**config.mk**
```make
export PLATFORM = sky130hd
export DESIGN_NAME = mem_port_arbiter
export DESIGN_NICKNAME = d
export VERILOG_FILES = /design/src/rtl/mem_port_arbiter.sv
export SDC_FILE = /design/constraint.sdc
export NUM_CORES = 1
export LEC_CHECK = 0
export CAP_MARGIN = 20
export CORE_MARGIN = 3
export CORE_UTILIZATION = 41
export CTS_CLUSTER_SIZE = 25
export DETAILED_ROUTE_END_ITERATION = 8
export HOLD_SLACK_MARGIN = 0.15
export PLACE_DENSITY_LB_ADDON = 0.12
export SYNTH_ARGS = -nofsm -noshare
export SYNTH_HDL_FRONTEND = slang
export SYNTH_SLANG_ARGS = --single-unit
```
**constraint.sdc**
```tcl
create_clock -name clk -period 5.71 [get_ports clk]
set_input_delay 0.8565 -clock clk [delete_from_list [all_inputs] [get_ports clk]]
set_output_delay 0.8565 -clock clk [all_outputs]
set_load 0.05 [all_outputs]
```
**src/rtl/mem_port_arbiter.sv**
```systemverilog
// mem_port_arbiter: shares one memory port between instruction fetch and load/store.
// One command is in flight at a time. Data requests normally win arbitration.
// A streak counter forces a fetch grant after MAX_STREAK data grants made while fetch waited.
// A timeout aborts a command that the memory never answers.
// Every output is a register.

module mem_port_arbiter #(
    parameter int unsigned ADDR_W     = 32,
    parameter int unsigned DATA_W     = 32,
    parameter int unsigned MAX_STREAK = 4,
    parameter int unsigned TIMEOUT    = 64
) (
    input  logic              clk,
    input  logic              rst,

    // Instruction-fetch requester
    input  logic              i_req,
    input  logic [ADDR_W-1:0] i_addr,
    output logic              i_gnt,
    output logic              i_done,
    output logic [DATA_W-1:0] i_rdata,

    // Load/store requester
    input  logic              d_req,
    input  logic              d_we,
    input  logic [ADDR_W-1:0] d_addr,
    input  logic [DATA_W-1:0] d_wdata,
    output logic              d_gnt,
    output logic              d_done,
    output logic [DATA_W-1:0] d_rdata,

    output logic              err,

    // Memory port
    output logic              mem_req,
    output logic              mem_we,
    output logic [ADDR_W-1:0] mem_addr,
    output logic [DATA_W-1:0] mem_wdata,
    input  logic              mem_ready,
    input  logic [DATA_W-1:0] mem_rdata
);

    // The timeout counter only has to reach TIMEOUT-2.
    localparam int unsigned TCW = $clog2(TIMEOUT);
    localparam int unsigned SCW = $clog2(MAX_STREAK + 1);

    // A command aborts at the edge that ends its (TIMEOUT-1)-th unanswered cycle.
    localparam logic [TCW-1:0] TC_LAST    = TCW'(TIMEOUT - 2);
    localparam logic [SCW-1:0] STREAK_MAX = SCW'(MAX_STREAK);

    typedef enum logic [1:0] {
        StIdle,
        StServeI,
        StServeD
    } state_e;

    state_e state_q, state_d;

    logic [TCW-1:0] tcnt_q, tcnt_d;
    logic [SCW-1:0] streak_q, streak_d;

    logic              i_gnt_q, i_gnt_d;
    logic              i_done_q, i_done_d;
    logic [DATA_W-1:0] i_rdata_q, i_rdata_d;
    logic              d_gnt_q, d_gnt_d;
    logic              d_done_q, d_done_d;
    logic [DATA_W-1:0] d_rdata_q, d_rdata_d;
    logic              err_q, err_d;
    logic              mem_req_q, mem_req_d;
    logic              mem_we_q, mem_we_d;
    logic [ADDR_W-1:0] mem_addr_q, mem_addr_d;
    logic [DATA_W-1:0] mem_wdata_q, mem_wdata_d;

    logic busy;
    logic done_ok;
    logic done_to;
    logic finish;
    logic can_arb;
    logic fetch_due;
    logic grant_i;
    logic grant_d;

    // Completion, timeout and arbitration decisions for the coming edge.
    always_comb begin
        busy      = (state_q != StIdle);
        done_ok   = busy & mem_ready;
        done_to   = busy & ~mem_ready & (tcnt_q == TC_LAST);
        finish    = done_ok | done_to;
        // A finishing command frees the port at the same edge, so there is no bubble.
        can_arb   = ~busy | finish;
        fetch_due = i_req & (streak_q == STREAK_MAX);
        grant_d   = can_arb & d_req & ~fetch_due;
        grant_i   = can_arb & i_req & ~grant_d;
    end

    // Next FSM state.
    always_comb begin
        state_d = state_q;
        if (grant_d) begin
            state_d = StServeD;
        end else if (grant_i) begin
            state_d = StServeI;
        end else if (can_arb) begin
            state_d = StIdle;
        end
    end

    // Timeout counter: restarts on a grant and counts unanswered serve cycles.
    always_comb begin
        tcnt_d = tcnt_q;
        if (grant_d || grant_i || !busy || finish) begin
            tcnt_d = '0;
        end else begin
            tcnt_d = tcnt_q + 1'b1;
        end
    end

    // Streak counter: data grants made while fetch is waiting, saturating.
    always_comb begin
        streak_d = streak_q;
        if (!i_req || grant_i) begin
            streak_d = '0;
        end else if (grant_d && (streak_q != STREAK_MAX)) begin
            streak_d = streak_q + 1'b1;
        end
    end

    // Registered outputs: pulses default low, data and command fields hold.
    always_comb begin
        i_gnt_d     = grant_i;
        d_gnt_d     = grant_d;
        i_done_d    = 1'b0;
        d_done_d    = 1'b0;
        err_d       = 1'b0;
        i_rdata_d   = i_rdata_q;
        d_rdata_d   = d_rdata_q;
        mem_req_d   = mem_req_q;
        mem_we_d    = mem_we_q;
        mem_addr_d  = mem_addr_q;
        mem_wdata_d = mem_wdata_q;

        if (finish) begin
            err_d     = done_to;
            mem_req_d = 1'b0;
            if (state_q == StServeI) begin
                i_done_d  = 1'b1;
                i_rdata_d = done_ok ? mem_rdata : '0;
            end else begin
                d_done_d = 1'b1;
                // Stores leave the load data register untouched.
                if (!mem_we_q) begin
                    d_rdata_d = done_ok ? mem_rdata : '0;
                end
            end
        end

        if (grant_d) begin
            mem_req_d   = 1'b1;
            mem_we_d    = d_we;
            mem_addr_d  = d_addr;
            mem_wdata_d = d_wdata;
        end else if (grant_i) begin
            mem_req_d   = 1'b1;
            mem_we_d    = 1'b0;
            mem_addr_d  = i_addr;
            mem_wdata_d = '0;
        end
    end

    // State, counters and output registers with asynchronous reset.
    always_ff @(posedge clk or posedge rst) begin
        if (rst) begin
            state_q     <= StIdle;
            tcnt_q      <= '0;
            streak_q    <= '0;
            i_gnt_q     <= 1'b0;
            i_done_q    <= 1'b0;
            i_rdata_q   <= '0;
            d_gnt_q     <= 1'b0;
            d_done_q    <= 1'b0;
            d_rdata_q   <= '0;
            err_q       <= 1'b0;
            mem_req_q   <= 1'b0;
            mem_we_q    <= 1'b0;
            mem_addr_q  <= '0;
            mem_wdata_q <= '0;
        end else begin
            state_q     <= state_d;
            tcnt_q      <= tcnt_d;
            streak_q    <= streak_d;
            i_gnt_q     <= i_gnt_d;
            i_done_q    <= i_done_d;
            i_rdata_q   <= i_rdata_d;
            d_gnt_q     <= d_gnt_d;
            d_done_q    <= d_done_d;
            d_rdata_q   <= d_rdata_d;
            err_q       <= err_d;
            mem_req_q   <= mem_req_d;
            mem_we_q    <= mem_we_d;
            mem_addr_q  <= mem_addr_d;
            mem_wdata_q <= mem_wdata_d;
        end
    end

    assign i_gnt     = i_gnt_q;
    assign i_done    = i_done_q;
    assign i_rdata   = i_rdata_q;
    assign d_gnt     = d_gnt_q;
    assign d_done    = d_done_q;
    assign d_rdata   = d_rdata_q;
    assign err       = err_q;
    assign mem_req   = mem_req_q;
    assign mem_we    = mem_we_q;
    assign mem_addr  = mem_addr_q;
    assign mem_wdata = mem_wdata_q;

endmodule

```
==> flow_summary_export.csv <==
group,metric,value,unit
timing,finalSetupTns,0,ns
layout,area_growth_syn_to_layout,58.4,%
synth,async_flop_share,100,%
setup_path,crit_end,"mem_wdata[21]",
floorplan,start_util,42.8,%
timing,setup_viol_count_final,0,
synth,synth_top_area_share,63.0,%
routing,drt-total-wl,17400,µm
status,status,"finished clean",
routing,firstDrtPassIters,5,
clocking,cts_setup_buffers,0,
layout,final_common_cell,"clkdlybuf4s50_1",
layout,drive_above_1_share,7.52,%
timing,fin_crit_sh,52.4,%
clocking,cts.sinks,146,
placement,place.gp.congestion,0.851,
setup_path,r2r_slack,3.40,ns
timing,fin_skew,0.0132,ns
synth,ys_ff_latch,146,
setup_path,path_class,"input pin to flop",
routing,drc_errors,0,
clocking,path_clk_slew,0.06,ns
grt,antenna_found_initial,0,
pwr,powerDensity,444,nW/µm²
synth,ys_seq_area_share,63.0,%
clocking,cts_tree,"done",
timing,max_slew.worst_pin.slew,1.09,ns
placement,place_ws,1.87,ns
clocking,ctsRootBufferMaster,"clkbuf_16",
layout,finalInstanceArea,9180,µm²
routing,vias,5019,
setup_path,rr_endpoint,"mem_wdata[24]",
clocking,cts_resized,0,
placement,place_area,8560,µm²
synth,avgSynthCellArea,12.2,µm²
synth,syn_area,5800,µm²
grt,grt_pass1_vias,5264,
clocking,clock_latency,0.42,ns
clocking,clock_path_buffers,2,
pwr,irDropWorstVdd,0.000316,V
pwr,leakage,3.91,nW
timing,fin_ws,2.72,ns
floorplan,die_h,125,µm
clocking,cts_max_level,4,
synth,synth_nets,613,
placement,place.port_buffers,268,
setup_path,r2r_cells,7,
worst_hold_path,min_path_type,"flop to flop",
synth,synth.distinct_cells,37,
setup_path,endpoint_kind,"flop",
timing,finalHoldViolCount,0,
routing,drtAntennaViolNets,0,
grt,overflow,0,
synth,syn_inst,475,
layout,final-instance-count-excl-fill,921,
timing,slew_headroom,27.2,%
timing,rsz0062_at_grt,"no",
routing,wire_per_inst,18.9,µm
clocking,cts_buffers,17,
grt,grt_max_degree,94,
layout,fin_nets,870,
layout,layout_common_cells,"clkdlybuf4s50_1 (268), dfrtp_1 (146), a22o_1 (97)",
timing,min_period,2.99,ns
grt,grt_usage,22.4,%
synth,ys.flop_type,"dfrtp_1",
floorplan,core,13600,µm²
layout,fin_util,67.7,%
routing,viasPerCell,5.45,
setup_path,critical_path_required,6.00,ns
floorplan,die_width,125,µm
clocking,cts_hold_buffers,0,
placement,hpwl,11800,µm
floorplan,pin_count,269,
setup_path,critPathLaunch,"i_req",
synth,yosys_warnings,0,
setup_path,crit-reg2reg-launch,"tcnt_q[0]",
placement,dp_cells,888,
setup_path,worstPathArrival,3.28,ns
timing,slew_violations,0,
routing,first_iter_violations,330,
synth,synth_top_area_cell,"dfrtp_1",
setup_path,cp-start-kind,"input pin",
floorplan,fp.dieArea,15600,µm²
timing,fmax,334,MHz
layout,final.fill_count,1017,
flow_run,cap_violations,0,
grt,grt_pass1_wl,28100,µm
layout,antenna-diode-count,0,
synth,synthTopCellsByArea,"dfrtp_1 (63%), a22o_1 (15%), nor3_1 (7.9%)",
floorplan,row_count,42,
synth,synth-edff-count,0,
setup_path,crit_fanout,31,
## final cells by class
| cell class | instances | area [µm²] | area share [%] |
|---|---|---|---|
| clock inverters | 14 | 156 | 1.70 |
| clock buffers | 18 | 439 | 4.78 |
| inverters | 12 | 50.0 | 0.545 |
| repair buffers | 278 | 2780 | 30.2 |
| well taps | 176 | 220 | 2.40 |
| multi-input cells | 277 | 1890 | 20.5 |
| flip-flops and latches | 146 | 3650 | 39.8 |
## per-stage QoR
step / power [mW] / hold slack (ns)
2_1_floorplan: 2.37 / 0.454
3_3_place_gp: 2.97 / 0.470
3_5_place_dp: 2.99 / 0.480
4_1_cts: 4.10 / 0.488
5_1_grt: 4.23 / 0.497
6_report: 4.08 / 0.482
## state kept, by name, indices dropped and copies added, names as in the netlist
signal / cells
streak_q: 3
i_gnt: 1
err: 1
i_rdata: 32
i_done: 1
state_q: 2
d_rdata: 32
d_done: 1
mem_we: 1
mem_addr: 32
tcnt_q: 6
d_gnt: 1
mem_wdata: 32
mem_req: 1
## logic make-up after synthesis
kind of cell               count (synthesis)  synth area share [%]
and+or+nand+nor                          123                  10.6
DFF                                      146                  63.0
muxes                                      4                 0.777
buffers and inverters                     52                  4.51
adders and majority gates                  4                 0.863
xor gates and xnor gates                   4                 0.604
AOI/OAI and AO/OA                        142                  19.6
## how the worst min path moves through the flow
stage / startpoint / slack (ns) / to / cells after the start
6_report: tcnt_q[0] / 0.48 / tcnt_q[0] / 1
3_5_place_dp: tcnt_q[0] / 0.48 / tcnt_q[0] / 1
2_1_floorplan: tcnt_q[0] / 0.45 / tcnt_q[0] / 1
3_3_place_gp: tcnt_q[0] / 0.47 / tcnt_q[0] / 1
4_1_cts: tcnt_q[0] / 0.49 / tcnt_q[0] / 1
5_1_grt: tcnt_q[0] / 0.50 / tcnt_q[0] / 1
## layer usage
layer,vias to the layer above,GRT usage [%],wire length [µm]
li1,2275,-,-
met1,2468,28.8,7180
met2,262,36.5,8570
met3,14,7.98,1550
met4,0,5.68,143
met5,-,0,0
## power by group
| part | internal (mW) | switching, mW | leakage, nW |
|---|---|---|---|
| clock | 0.661 | 0.444 | 0.285 |
| combinational | 0.580 | 1.03 | 1.83 |
| sequential | 1.24 | 0.123 | 1.80 |
## critical path, stage by stage
cell             delay, ns
clkdlybuf4s50_1       0.63
nor2_1                0.07
inv_1                 0.68
nand2_1               0.52
buf_16                0.32
a22o_1                0.19
## synthesized netlist by cell type, types with 4 or more instances
| cell type | count |
|---|---|
| a21oi_1 | 30 |
| a22o_1 | 97 |
| buf_2 | 14 |
| buf_4 | 5 |
| buf_6 | 4 |
| clkbuf_1 | 16 |
| dfrtp_1 | 146 |
| ha_1 | 4 |
| inv_1 | 10 |
| nand2_1 | 7 |
| nand3_1 | 4 |
| nor2_1 | 12 |
| nor3_1 | 91 |
(Power assumes the default switching activity.)
